==> src/rtl/obi_model_pkg.sv <==
// Shared types and helpers for the OBI responder model.
package obi_model_pkg;

    localparam int CNT_W  = 4;
    localparam int PTR_W  = 3;
    localparam int ENT_AW = 32;
    localparam int ENT_DW = 32;

    typedef struct packed {
        logic [ENT_AW-1:0]   addr;
        logic                we;
        logic [ENT_DW/8-1:0] be;
    } obi_req_entry_t;

    // Advance a FIFO index, wrapping at an arbitrary (not necessarily 2^n) depth.
    function automatic logic [PTR_W-1:0] wrap_inc(input logic [PTR_W-1:0] idx, input int depth);
        if (int'(idx) >= depth - 1) return '0;
        return idx + 1'b1;
    endfunction

endpackage

==> src/rtl/obi_resp_chan.sv <==
// One OBI channel: in-order outstanding FIFO with per-entry latency aging,
// grant/response generation and a requester protocol checker.
module obi_resp_chan
    import obi_model_pkg::*;
#(
    parameter int AW      = 32,
    parameter int DW      = 32,
    parameter int MAX_PND = 2,
    parameter int MIN_LAT = 1,
    parameter int ERR_EN  = 0
) (
    input  logic             clock,
    input  logic             reset,
    input  logic             req,
    input  logic [AW-1:0]    addr,
    input  logic             we,
    input  logic [DW/8-1:0]  be,
    input  logic             gnt_en,
    input  logic             rsp_en,
    input  logic [DW-1:0]    rand_rdata,
    input  logic             rand_err,
    output logic             gnt,
    output logic             rvalid,
    output logic [DW-1:0]    rdata,
    output logic             err,
    output logic [CNT_W-1:0] pnd_cnt,
    output logic [AW-1:0]    rsp_addr,
    output logic             rsp_we,
    output logic             proto_err
);

    localparam int PW   = (MAX_PND > 1) ? $clog2(MAX_PND) : 1;
    localparam int SLOTS = 1 << PW;
    localparam logic [CNT_W-1:0] DEPTH = CNT_W'(MAX_PND);
    // Stored age counts cycles after the grant cycle, so MIN_LAT-1 means "old enough".
    localparam logic [2:0] LAT_M1 = 3'(MIN_LAT - 1);

    typedef struct packed {
        logic [AW-1:0]   addr;
        logic            we;
        logic [DW/8-1:0] be;
    } entry_t;

    entry_t           mem [SLOTS];
    logic [2:0]       age [SLOTS];
    logic [PW-1:0]    wr_ptr, rd_ptr;
    logic [CNT_W-1:0] cnt;
    entry_t           cur, prev, head;
    logic             pend, empty;

    assign cur   = {addr, we, be};
    assign head  = mem[rd_ptr];
    assign empty = (cnt == '0);

    assign gnt      = !reset && req && gnt_en && (cnt < DEPTH);
    assign rvalid   = !empty && rsp_en && (age[rd_ptr] == LAT_M1);
    assign rdata    = (rvalid && !head.we) ? rand_rdata : '0;
    assign err      = (ERR_EN != 0) && rvalid && rand_err;
    assign rsp_addr = empty ? '0 : head.addr;
    assign rsp_we   = !empty && head.we;
    assign pnd_cnt  = cnt;

    always_ff @(posedge clock or posedge reset) begin
        if (reset) begin
            wr_ptr    <= '0;
            rd_ptr    <= '0;
            cnt       <= '0;
            pend      <= 1'b0;
            prev      <= '0;
            proto_err <= 1'b0;
            for (int i = 0; i < SLOTS; i++) begin
                mem[i] <= '0;
                age[i] <= '0;
            end
        end else begin
            for (int i = 0; i < SLOTS; i++)
                if (age[i] != LAT_M1) age[i] <= age[i] + 3'd1;
            if (gnt) begin
                mem[wr_ptr] <= cur;
                age[wr_ptr] <= '0;
                wr_ptr      <= PW'(wrap_inc(PTR_W'(wr_ptr), MAX_PND));
            end
            if (rvalid)
                rd_ptr <= PW'(wrap_inc(PTR_W'(rd_ptr), MAX_PND));
            case ({gnt, rvalid})
                2'b10:   cnt <= cnt + 1'b1;
                2'b01:   cnt <= cnt - 1'b1;
                default: cnt <= cnt;
            endcase
            // An ungranted request must be held stable until it is granted.
            if (pend && (!req || cur != prev)) proto_err <= 1'b1;
            pend <= req && !gnt;
            prev <= cur;
        end
    end

endmodule

==> config.mk <==
export PLATFORM = sky130hd
export DESIGN_NAME = obi_resp_chan
export DESIGN_NICKNAME = d
export VERILOG_FILES = /design/src/rtl/obi_model_pkg.sv /design/src/rtl/obi_resp_chan.sv
export SDC_FILE = /design/constraint.sdc
export NUM_CORES = 1
export LEC_CHECK = 0
export CAP_MARGIN = 10
export CORE_ASPECT_RATIO = 1.5
export CORE_UTILIZATION = 44
export CTS_CLUSTER_DIAMETER = 200
export DETAILED_ROUTE_END_ITERATION = 6
export PLACE_DENSITY = 0.82
export SYNTH_ARGS = -nofsm -noshare
export SYNTH_HDL_FRONTEND = slang
export SYNTH_SLANG_ARGS = --single-unit
==> constraint.sdc <==
create_clock -name clock -period 4.8 [get_ports clock]
set_clock_uncertainty 0.1 [all_clocks]
set_input_delay 0.96 -clock clock [delete_from_list [all_inputs] [get_ports clock]]
set_output_delay 0.96 -clock clock [all_outputs]
set_load 0.005 [all_outputs]
After elaboration in Yosys (flattened, before gate mapping)
Index checks and enable logic that the tools add are counted.
{"block": "totals", "output_inout_bits": 73, "word_cells": 81, "inputBits": 75, "reg_bits": 125}
{"block": "op_classes", "n_mux": 25, "n_reduce_logical": 21, "n_bitwise": 4, "n_eq_ne": 3, "n_lt_le_gt_ge": 6, "addsub": 6}
{"operator": "2-to-1 mux 37 bit", "n": 4}
{"operator": "bitwise mux 74 bit", "n": 1}
{"operator": "2-to-1 mux 32 bit", "n": 2}
{"operator": "demux 37 bit (select 1 bit)", "n": 1}
{"operator": "inequality test 37 bit", "n": 1}
{"operator": "2-to-1 mux 3 bit", "n": 6}
{"operator": "logical AND 1 bit", "n": 10}
{"operator": "2-to-1 mux 1 bit", "n": 8}
{"operator": "one-hot mux 4 bit (2 select lines)", "n": 1}
{"operator": "adder 3 x 1 -> 3 bit (second input constant)", "n": 2}
{"operator": "bitwise AND 6 bit", "n": 1}
{"operator": "2-to-1 mux 6 bit", "n": 1}
{"operator": "inverter 6 bit", "n": 1}
{"operator": "nonzero test 3 bit", "n": 2}
{"operator": "logical NOT 1 bit", "n": 5}
{"operator": "adder 4 x 1 -> 4 bit (second input constant)", "n": 1}
{"operator": ">= comparator 2 bit (second input constant)", "n": 2}
{"operator": "logical NOT 4 bit", "n": 1}
{"operator": "less-than comparator 4 x 2 -> 1 bit (second input constant)", "n": 1}
{"operator": "inverter 1 -> 2 bit", "n": 2}
{"operator": "subtractor 4 x 1 -> 4 bit (second input constant)", "n": 1}
{"operator": "demux 3 bit (select 1 bit)", "n": 1}
{"operator": "logical NOT 3 bit", "n": 1}
{"operator": "adder 1 bit (second input constant)", "n": 2}
{"operator": "other kinds (6)", "n": 7}

Depth between registers and ports, before layout
Gate-level depths: netlist (run 1).
{"block": "logic_depth", "word_depth": 8, "ltp_mapped": 12, "ltp_nobuf": 11}

Least setup slack after synthesis (run 1)
OpenSTA, ideal clock, no wires.
{"block": "synth_path", "kind": "input -> register", "startpoint": "input reset", "endpoint": "register cnt[2], in the netlist pnd_cnt[2]", "stages": 11, "setup_time_ps": 129, "t_required_ps": 4571, "path_slack_ps": -559, "arrival_time_ps": 5130, "path_buffers": 1, "cell_sequence": "inv_1 -> and4_1 -> buf_6 -> inv_1 -> ha_1 -> xor2_1 -> ha_1 -> a21oi_1 -> xor2_1 -> nor2_1 -> xor2_1"}
{"block": "synth_between", "elab_chain_len": 6, "elab_cells_between_ends": 8, "cone_classes": "eq/ne: 2; mux: 1; reduce/logical: 5"}
{"element": "start: declaration", "line_no": "obi_resp_chan.sv:13", "text": "input logic reset,"}
{"element": "logical NOT 1 bit (no line) *"}
{"element": "logical AND 1 bit * (3 in series)", "line_no": "obi_resp_chan.sv:55", "text": "assign gnt = !reset && req && gnt_en && (cnt < DEPTH);"}
{"element": "named net gnt", "line_no": "obi_resp_chan.sv:22", "text": "output logic gnt,"}
{"element": "equality test 2 x 1 -> 1 bit / equality test 2 bit (equally long branches)", "line_no": "obi_resp_chan.sv:85", "text": "case ({gnt, rvalid})"}
{"element": "one-hot mux 4 bit (2 select lines) / nonzero test 2 bit (equally long branches)"}
{"element": "end signal: assignment", "line_no": "obi_resp_chan.sv:86", "text": "2'b10: cnt <= cnt + 1'b1;"}
{"element": "end signal: assignment", "line_no": "obi_resp_chan.sv:87", "text": "2'b01: cnt <= cnt - 1'b1;"}
{"element": "end signal: assignment", "line_no": "obi_resp_chan.sv:88", "text": "default: cnt <= cnt;"}
{"element": "end: declaration", "line_no": "obi_resp_chan.sv:47", "text": "logic [CNT_W-1:0] cnt;"}
Mark *: on every way through the listed nets, which the timed path passes. The rest lies on a longest branch.
A chain may end at the register's enable or synchronous reset.

Worst setup path after layout (run 1)
{"block": "layout_path", "startpoint": "register rd_ptr", "endpoint": "output rdata[10]"}
{"block": "layout_between", "elab_chain_len": 8, "elab_cells_between_ends": 12, "cone_classes": "mux: 7; bitwise: 1; reduce/logical: 4"}
{"element": "start: declaration", "line_no": "obi_resp_chan.sv:46", "text": "logic [PW-1:0] wr_ptr, rd_ptr;"}
{"element": "start signal: assignment", "line_no": "obi_resp_chan.sv:84", "text": "rd_ptr <= PW'(wrap_inc(PTR_W'(rd_ptr), MAX_PND));"}
{"element": "inverter 1 -> 2 bit (not written as such) *", "line_no": "obi_resp_chan.sv:52, obi_resp_chan.sv:56"}
{"element": "2-to-1 mux 3 bit (not written as such) (3 in series)", "line_no": "obi_resp_chan.sv:56", "text": "assign rvalid = !empty && rsp_en && (age[rd_ptr] == LAT_M1);"}
{"element": "logical NOT 3 bit", "line_no": "obi_resp_chan.sv:56"}
{"element": "logical AND 1 bit", "line_no": "obi_resp_chan.sv:56"}
{"element": "logical AND 1 bit *", "line_no": "obi_resp_chan.sv:57", "text": "assign rdata = (rvalid && !head.we) ? rand_rdata : '0;"}
{"element": "2-to-1 mux 32 bit *", "line_no": "obi_resp_chan.sv:57"}
{"element": "end: declaration", "line_no": "obi_resp_chan.sv:24", "text": "output logic [DW-1:0] rdata,"}
Mark *: on every way between the ends. The rest lies on a longest branch, timed or not. The select of a mux whose other input is x is not followed.

==> results of run 1 <==
==> where the power goes <==
part / leakage, nW / switching [mW] / total [mW] / internal (mW)
Sequential: 1.41 / 0.263 / 1.61 / 1.34
Combinational: 1.52 / 0.635 / 1.69 / 1.05
Clock: 0.308 / 0.437 / 1.36 / 0.923
==> cell usage in the layout, fill, tap and decap left out, types with 4 or more instances in the layout <==
cell type and instances:
ha_1 7, dfrtp_1 116, mux2_4 6, clkinvlp_4 5, nand4_1 10, buf_4 5
bufinv_16 4, clkbuf_16 17, mux2i_1 35, xor2_1 6, nor2_1 40, clkbuf_8 4
xnor2_1 40, mux2_2 61, inv_1 6, clkdlybuf4s50_1 145, and2_1 33
==> worst reg2reg max path, delay by kind of cell (launching register included) <==
kind                     cells  cell delay, ns
AND/OR/NAND/NOR              2            0.75
flip-flops                   1            0.60
XOR/XNOR                     3            0.52
adder cells (fa/ha/maj)      2            0.42
AO/OA/AOI/OAI                2            0.29
buffers and inverters        1            0.15
==> metrics by stage <==
| stage | cell area [um2] | setup WS (ns) | cells |
|---|---|---|---|
| CTS | 7530 | 0.490 | 724 |
| finish | 7530 | 0.581 | 724 |
| floorplan | 5360 | 0.208 | 409 |
| detailed placement | 6880 | 0.801 | 692 |
| global placement | 6880 | 0.938 | 692 |
| global route | 7530 | 0.396 | 724 |
==> worst max-delay path by stage <==
stage                  startpoint  slack [ns]  cells after the start                endpoint
2_1_floorplan               reset        0.21                     11  pnd_cnt[2]$_DFFE_PP0P_
3_3_place_gp               rsp_en        0.94                      4               rdata[10]
3_5_place_dp               rsp_en        0.80                      4               rdata[10]
4_1_cts        rd_ptr$_DFFE_PP0N_        0.49                      4               rdata[10]
5_1_grt        rd_ptr$_DFFE_PP0N_        0.40                      4               rdata[10]
6_report       rd_ptr$_DFFE_PP0N_        0.58                      4               rdata[10]
==> final cells by class <==
| type | count | area share |
|---|---|---|
| inverter | 7 | 0.00399 |
| clock buffer | 21 | 0.0638 |
| clock inverter | 11 | 0.0229 |
| multi-input combinational | 265 | 0.297 |
| sequential | 117 | 0.389 |
| timing repair buffer | 150 | 0.198 |
| tap | 153 | 0.0254 |
==> state kept, by name, indices dropped and copies added (netlist names) <==
name       flops
proto_err      1
mem           66
pnd_cnt        4
prev          37
rd_ptr         1
wr_ptr         1
age            6
pend           1
==> per-layer routing <==
metal	global-route usage	up-vias
li1	-	1681
met1	0.228	1837
met2	0.362	99
met3	0.0519	29
met4	0.109	0
met5	0	-
==> cell families (layout without fill, tap and decap cells) <==
group,after synthesis,after routing,share of synthesized area
other cells,1,1,0.000700
compound gates,8,8,0.0103
xor+xnor,46,46,0.0752
simple gates,101,101,0.103
mux,102,102,0.210
fa+ha+maj,7,7,0.0163
buf+inv,27,189,0.0380
flops,117,117,0.546
==> key figures, run 1 <==
Outcome
  – Status: completed

Placement
  – GP Congestion: 0.760
  – IO Port Bufs: 145
  – Dpl hpwl: 8.26 mm

Layout
  – Ant diodes: 0
  – Ratio of cells with drive above 1 in the final layout: 0.194
  – Sequential cell area: 2930 um2
  – Nets: 640
  – Fillers: 890
  – Layout area overhead: 40.5%
  – Final Util: 0.630
  – Multi-input logic area: 2240 um2

Logic synthesis
  – Mapped cell area: 5360 um2
  – Most common cell in the netlist: dfrtp_1
  – Top cell type by total area after synthesis: dfrtp_1
  – Post-synth cell types: 33
  – Yosys warning count: 0
  – Seq/Total Area, Yosys: 0.546
  – Syn_nets: 491
  – Yosys reg bits: 117
  – Post-synth EDFFs: 0
  – Synth Flop Type: dfrtp_1
  – Mapped Avg Cell Area: 13.1 um2
  – Post-synthesis async set-or-reset flop share: 1.00
  – Top cells by count, synth: dfrtp_1 (117), mux2_2 (61), nor2_1 (40), xnor2_1 (40), mux2i_1 (35)
  – Top cell type's share of synthesized area: 0.546
  – Synth area leaders: dfrtp_1 (55%), mux2_2 (13%), mux2i_1 (6.5%)
  – Mapped Cells: 409

Timing
  – Max-slew violations: 0
  – Final Hold Fails: 0
  – Worst-Margin Slew: 0.983 ns
  – Slew headroom: 0.345
  – Tmin final: 4.22 ns
  – F_max: 237 MHz
  – RSZ-0062 raised after global routing: false
  – Worst hold slack: 0.403 ns
  – Final setup violation count: 0
  – Setup total negative slack: 0 ns
  – Fin crit share: 0.879

Drt
  – Routed wl met3: 478 um
  – Via count: 3,646
  – Wire per inst: 16.9 um
  – DRT iter0 DRCs: 175
  – DRC: 0
  – DRT met1 WL: 4.67 mm
  – Top sig layer: met4
  – TritonRoute pass-1 iters: 4
  – DR WL met2: 6.64 mm
  – Antenna viol nets, final: 0
  – Routed wire length: 12.2 mm
  – Vias/cell: 5.04

Clock tree
  – Clk pin slew, worst setup/hold paths: 0.05 ns
  – CTS Hold Bufs: 0
  – CTS tree: built
  – H-tree depth: 4
  – CTS Buf Count: 17
  – Clock Tree Buf Depth: 2
  – Post-cts gate resize count: 0
  – Worst-Skew Late Latency: 0.41 ns
  – Post-CTS setup buffers: 0
  – # clock sinks: 117
  – Root buffer cell: clkbuf_16

Critical path
  – Crit-path max FO: 32
  – Critical Path Start Type: flip-flop
  – CP max stage delay: 0.77 ns
  – CP max-delay cell: o2111a_1
  – Crit-path leading delay family: simple AND/OR/NAND/NOR gates
  – CP arrival: 3.16 ns
  – Cells on worst reg2reg path: 10
  – Worst Path Required: 3.74 ns
  – Endpoint class of the critical path: output pin
  – FF-to-FF End: pnd_cnt[2]$_DFFE_PP0P_
  – Kind of critical path: reg -> out
  – Worst r2r src: rd_ptr$_DFFE_PP0N_
  – Crit-path cells: nor4_1, o2111a_1, and2_1, clkdlybuf4s50_1
  – CP bufs+invs: 1
  – Register-to-register setup slack: 1.89 ns

Power
  – Total Power: 4.66 mW
  – Lkg Pwr: 3.24 nW
  – Maximum VDD drop: 0.367 mV
  – Power Density: 619 nW/um2

Floorplanning
  – I/O pin cnt: 148
  – Cell Rows: 49
  – Die area: 12,600 um2
  – Chip width: 92.1 um
  – Initial Util: 0.448
  – Die H: 137 um
  – Core area: 12,000 um2

Min path
  – Hold Path End: mem[44]$_DFFE_PP0P_
  – Hold Crit Class: reg -> reg
  – Hold depth: 1
  – Hold path start: mem[44]$_DFFE_PP0P_

GRT
  – Vias in the first global route: 3,861
  – Total gr overflow: 0
  – Global-route wire length before repair: 19.5 mm
  – GRT Overall Usage: 0.205
  – Pin count of the biggest net entering global routing: 77
  – Initial antenna violation count: 0

Flow run
  – Max-cap violations: 0
Note: power is estimated with default switching activity, not from simulation.
==> inputs of run 2 (changes only) <==
--- a/config.mk
+++ b/config.mk
@@ -7,6 +7,7 @@
 export LEC_CHECK = 0
 export CAP_MARGIN = 10
 export CORE_ASPECT_RATIO = 1.5
+export CORE_MARGIN = 1.5
 export CORE_UTILIZATION = 44
 export CTS_CLUSTER_DIAMETER = 200
 export DETAILED_ROUTE_END_ITERATION = 6
==> run 2 against run 1 <==
Design area is 1.6% lower. Global-route usage is 0.095 points lower. Non-clock buffer count is 1 lower. Register-to-register slack better by 0.09 ns. Critical endpoint is now rdata[27]. Sequential cell count stayed put.
==> key figures, run 2 (synthesized netlist as in run 1, its figures left out) <==
Timing
  – Final setup violation count: 0 (unchanged)
  – F_max: 242 MHz (+2.2%)
  – Max-slew violations: 0 (unchanged)
  – RSZ-0062 raised after global routing: false
  – Tmin final: 4.13 ns (-0.0926 ns)
  – Slew headroom: 0.328 (-0.0171)
  – Setup slack after layout: 0.673 ns (+0.0926 ns)
  – Worst-Margin Slew: 1.01 ns (+0.0257 ns)
  – Fin crit share: 0.860 (-0.0193)
  – Setup total negative slack: 0 ns (unchanged)
  – Final Hold Fails: 0 (unchanged)

Layout
  – Nets: 639 (-0.16%)
  – Most frequent cells in the layout: clkdlybuf4s50_1 (145), dfrtp_1 (116), mux2_2 (61), nor2_1 (40), xnor2_1 (40)
  – Most common cell after layout, fill and taps aside: clkdlybuf4s50_1
  – Layout area overhead: 38.1%
  – Register bank with the most flops: mem
  – Post-route cell area: 7400 um2 (-1.6%)
  – Ratio of cells with drive above 1 in the final layout: 0.184 (-0.0103)
  – Ant diodes: 0 (unchanged)
  – Largest register FFs: 66 (unchanged)
  – Multi-input logic area: 2240 um2 (unchanged)
  – Sequential cell area: 2930 um2 (unchanged)
  – Fillers: 938 (+5.4%)
  – Largest regs: mem x66, prev x37, age x6

Clock tree
  – Worst-Skew Late Latency: 0.41 ns (about the same)
  – Clk pin slew, worst setup/hold paths: 0.05 ns (about the same)
  – CTS Hold Bufs: 0 (unchanged)
  – Post-cts gate resize count: 0 (unchanged)
  – Root buffer cell: clkbuf_16
  – CTS tree: built
  – Post-CTS setup buffers: 0 (unchanged)
  – Clock Tree Buf Depth: 2 (unchanged)
  – CTS Buf Count: 17 (unchanged)
  – # clock sinks: 117 (unchanged)
  – H-tree depth: 4 (unchanged)

Critical path
  – Endpoint class of the critical path: output pin
  – CP arrival: 3.07 ns (-0.09 ns)
  – Worst Path Required: 3.74 ns (about the same)
  – Crit-path max FO: 32 (unchanged)
  – Critical Path Start Type: flip-flop
  – Kind of critical path: reg -> out

Power
  – Power Density: 597 nW/um2 (-3.6%)
  – Lkg Pwr: 3.20 nW (-1.5%)
  – Total Power: 4.42 mW (-5.2%)
  – Maximum VDD drop: 0.346 mV (-5.7%)

Placement
  – GP Congestion: 0.737 (-3.1%)
  – IO Port Bufs: 145 (unchanged)
  – Dpl ws: 0.791 ns (-0.0106 ns)
  – Dpl hpwl: 8.53 mm (+3.3%)
  – Placed cell area: 6870 um2 (-0.11%)

Min path
  – Hold Crit Class: reg -> reg

Outcome
  – Status: completed

Drt
  – Wire per inst: 17.1 um (+1.6%)
  – DRC: 0 (unchanged)
  – Via count: 3,618 (-0.77%)
  – Vias/cell: 5.04 (about the same)
  – Routed wire length: 12.3 mm (+0.72%)
  – Antenna viol nets, final: 0 (unchanged)
  – DRT iter0 DRCs: 115 (-34%)
  – TritonRoute pass-1 iters: 4 (unchanged)

Floorplanning
  – Core area: 12,000 um2 (unchanged)
  – I/O pin cnt: 148 (unchanged)
  – Die area: 12,900 um2 (+1.8%)
  – Cell Rows: 49 (unchanged)
  – Initial Util: 0.448 (unchanged)
  – Chip width: 93.1 um (+1.1%)
  – Die H: 138 um (+0.73%)

GRT
  – Vias in the first global route: 3,889 (+0.73%)
  – Total gr overflow: 0 (unchanged)
  – Global-route wire length before repair: 20.0 mm (+2.3%)
  – Pin count of the biggest net entering global routing: 63 (-18%)
  – GRT Overall Usage: 0.204 (-0.000950)
  – Initial antenna violation count: 0 (unchanged)

Flow run
  – Max-cap violations: 0 (unchanged)
[run 2: changes by cell type in the layout (fill, tap and decap cells not counted)]
cell	change
buf_4	-1
bufinv_16	-3
clkbuf_1	+1
clkinv_2	+2
clkinv_4	-2
clkinvlp_4	-3
[run 2: critical path, stage by stage, from the launching register on]
cell and delay (ns):
dfrtp_2 0.70, nor4b_1 0.47, o2111a_1 0.73, and2_1 0.24, clkdlybuf4s50_1 0.51
[run 2: area by class of cell]
| cell class | instances | area share |
|---|---|---|
| clock buffers | 22 | 0.0654 |
| well taps | 153 | 0.0259 |
| clock inverters | 5 | 0.00710 |
| flip-flops and latches | 117 | 0.396 |
| inverters | 7 | 0.00406 |
| multi-input cells | 265 | 0.302 |
| repair buffers | 149 | 0.200 |
[run 2: final timing paths]
kind / end / slack, ns / from / depth (start not counted)
min reg2reg: mem[66]$_DFFE_PP0P_ / 0.40 / mem[66]$_DFFE_PP0P_ / 1
min: mem[66]$_DFFE_PP0P_ / 0.40 / mem[66]$_DFFE_PP0P_ / 1
max: rdata[27] / 0.67 / rd_ptr$_DFFE_PP0N_ / 4
min in group asynchronous: mem[49]$_DFFE_PP0P_ / 1.18 / reset / 3
max reg2reg: pnd_cnt[2]$_DFFE_PP0P_ / 1.98 / rd_ptr$_DFFE_PP0N_ / 10
max in group asynchronous: mem[71]$_DFFE_PP0P_ / 2.23 / reset / 4
[run 2: power breakdown]
part / leakage, nW / switching [mW] / internal [mW]
registers: 1.41 / 0.259 / 1.34
logic: 1.52 / 0.624 / 1.05
clock network: 0.265 / 0.393 / 0.746
total: 3.20 / 1.28 / 3.14
[run 2: layer usage]
layer  share of wire  vias up  track usage
met5               0        -            0
li1                -     1677            -
met1            0.39     1826        0.231
met2            0.55       90        0.360
met4           0.029        0       0.0901
met3           0.033       25       0.0479
[run 2: metrics by stage]
stage,util,cells,hold WS (ns)
after global placement,0.574,691,0.387
final,0.619,718,0.402
after floorplan,-,409,0.379
after CTS,0.619,718,0.405
after global routing,0.619,718,0.413
after detailed placement,0.574,691,0.394
==> inputs of run 3 (changes only) <==
--- a/config.mk
+++ b/config.mk
@@ -11,7 +11,9 @@
 export CORE_UTILIZATION = 44
 export CTS_CLUSTER_DIAMETER = 200
 export DETAILED_ROUTE_END_ITERATION = 6
+export GPL_ROUTABILITY_DRIVEN = 0
 export PLACE_DENSITY = 0.82
+export REMOVE_ABC_BUFFERS = 1
 export SYNTH_ARGS = -nofsm -noshare
 export SYNTH_HDL_FRONTEND = slang
 export SYNTH_SLANG_ARGS = --single-unit
==> run 3 against run 2 <==
Worst hold slack better by 0.00089 ns. Die area unchanged. Worst setup slack worse by 0.048 ns. Sequential power about the same. Combinational power about the same. Core utilization up 0.30 points. Global-route usage down 0.36 points. Register-to-register slack worse by 0.08 ns. Sequential cell count unchanged. Critical endpoint is now rdata[10]. Largest power group unchanged.
==> key figures, run 3 (synthesized netlist as in run 1, its figures left out) <==
Timing
  – Slew headroom: 0.327 (about the same)
  – RSZ-0062 raised after global routing: false
  – Max-slew violations: 0 (unchanged)
  – Tmin final: 4.17 ns (+0.0483 ns)
  – Worst hold slack: 0.403 ns (+0.000890 ns)
  – Worst-Margin Slew: 1.01 ns (+0.000302 ns)
  – Final setup violation count: 0 (unchanged)
  – F_max: 240 MHz (-1.2%)
  – Final Hold Fails: 0 (unchanged)
  – Fin crit share: 0.870 (+0.0101)
  – Setup slack after layout: 0.625 ns (-0.0483 ns)
  – Setup total negative slack: 0 ns (unchanged)

Drt
  – DRT iter0 DRCs: 102 (-11%)
  – Vias/cell: 5.00 (-0.72%)
  – TritonRoute pass-1 iters: 4 (unchanged)
  – Wire per inst: 16.8 um (-1.8%)
  – Routed wire length: 12.2 mm (-1.2%)
  – Via count: 3,612 (-0.17%)
  – DRC: 0 (unchanged)
  – Antenna viol nets, final: 0 (unchanged)

Clock tree
  – CTS Hold Bufs: 0 (unchanged)
  – Post-cts gate resize count: 0 (unchanged)
  – Clk pin slew, worst setup/hold paths: 0.06 ns (about the same)
  – CTS Buf Count: 17 (unchanged)
  – Root buffer cell: clkbuf_16
  – CTS tree: built
  – Clock Tree Buf Depth: 2 (unchanged)
  – Worst-Skew Late Latency: 0.41 ns (about the same)
  – # clock sinks: 117 (unchanged)
  – Post-CTS setup buffers: 0 (unchanged)
  – H-tree depth: 4 (unchanged)

Power
  – Lkg Pwr: 3.20 nW (+0.19%)
  – Power Density: 606 nW/um2 (+1.5%)
  – Pint: 3.16 mW (+0.54%)
  – Clk pwr share: 0.272 (+0.014)
  – Combinational Power Share: 0.372 (-0.007)
  – Power share of the sequential group: 0.356 (-0.007)
  – P_sw: 1.35 mW (+5.6%)
  – Switching share of power: 0.299 (+0.0103)
  – Maximum VDD drop: 0.351 mV (+1.5%)

Floorplanning
  – Core area: 12,000 um2 (unchanged)
  – Chip width: 93.1 um (unchanged)
  – Die H: 138 um (unchanged)
  – Die area: 12,900 um2 (unchanged)
  – Initial Util: 0.448 (unchanged)
  – I/O pin cnt: 148 (unchanged)
  – Cell Rows: 49 (unchanged)

Critical path
  – Worst Path Required: 3.74 ns (about the same)
  – Critical Path Start Type: flip-flop
  – Endpoint class of the critical path: output pin
  – Kind of critical path: reg -> out
  – Crit-path max FO: 32 (unchanged)
  – CP arrival: 3.11 ns (+0.04 ns)

Placement
  – Dpl ws: 0.830 ns (+0.0394 ns)
  – Dpl hpwl: 8.10 mm (-5.0%)
  – DP Cell Count: 690 (-0.14%)
  – IO Port Bufs: 145 (unchanged)

Outcome
  – Status: completed

Layout
  – Ant diodes: 0 (unchanged)
  – Ratio of cells with drive above 1 in the final layout: 0.192 (+0.00749)
  – Largest regs: mem x66, prev x37, age x6
  – Most frequent cells in the layout: clkdlybuf4s50_1 (145), dfrtp_1 (116), mux2_2 (61), nor2_1 (40), xnor2_1 (40)
  – Nets: 638 (-0.16%)
  – Register bank with the most flops: mem
  – Non-filler cells, final: 722 (+0.56%)
  – Layout area overhead: 38.8%
  – Most common cell after layout, fill and taps aside: clkdlybuf4s50_1
  – Largest register FFs: 66 (unchanged)

Min path
  – Hold Crit Class: reg -> reg

GRT
  – Pin count of the biggest net entering global routing: 82 (+30%)
  – Initial antenna violation count: 0 (unchanged)
  – Total gr overflow: 0 (unchanged)
  – Global-route wire length before repair: 19.9 mm (-0.42%)
  – GRT Overall Usage: 0.201 (-0.00363)
  – Vias in the first global route: 3,966 (+2.0%)

Flow run
  – Max-cap violations: 0 (unchanged)
## run 3: routing by layer
metal | up-vias | wire length (um) | GRT usage
met2 | 91 | 6560 | 0.348
met3 | 21 | 515 | 0.0512
met1 | 1823 | 4850 | 0.232
met5 | - | 0 | 0
li1 | 1677 | - | -
met4 | 0 | 230 | 0.0837
## run 3: worst max-delay path: stages, from the launching register on
cell,delay [ns]
dfrtp_2,0.76
nor4b_1,0.47
o2111a_1,0.72
and2_1,0.22
clkdlybuf4s50_1,0.53
## run 3: worst paths after layout
path | slack (ns) | depth (start not counted) | to | startpoint
max in group asynchronous | 2.33 | 3 | rd_ptr$_DFFE_PP0N_ | reset
worst max-delay path | 0.63 | 4 | rdata[10] | rd_ptr$_DFFE_PP0N_
min in group asynchronous | 0.82 | 2 | mem[56]$_DFFE_PP0P_ | reset
worst max register to register | 1.90 | 10 | pnd_cnt[2]$_DFFE_PP0P_ | rd_ptr$_DFFE_PP0N_
worst min register to register | 0.40 | 1 | mem[20]$_DFFE_PP0P_ | mem[20]$_DFFE_PP0P_
worst min-delay path | 0.40 | 1 | mem[20]$_DFFE_PP0P_ | mem[20]$_DFFE_PP0P_
## run 3: final cells by class
type	instances	area, um2
inverter	7	28.8
fill	941	4510
tap	153	191
timing repair buffer	148	1470
clock buffer	17	425
clock inverter	15	156
multi-input combinational	265	2240
sequential	117	2930
## run 3: power by group through the flow
stage / Combinational [mW] / Sequential [mW] / Clock (mW)
after floorplan: 0.865 / 1.57 / 0
after global placement: 1.62 / 1.59 / 0
after detailed placement: 1.68 / 1.62 / 0
after CTS: 1.70 / 1.61 / 1.25
after global routing: 1.83 / 1.66 / 1.29
final: 1.67 / 1.60 / 1.23
## run 3: metrics by stage
| step | cell area (um2) | total power, mW | utilization |
|---|---|---|---|
| global placement | 6860 | 3.21 | 0.574 |
| global route | 7440 | 4.78 | 0.622 |
| finish | 7440 | 4.51 | 0.622 |
| detailed placement | 6860 | 3.30 | 0.574 |
| CTS | 7440 | 4.56 | 0.622 |
| floorplan | 5180 | 2.43 | - |
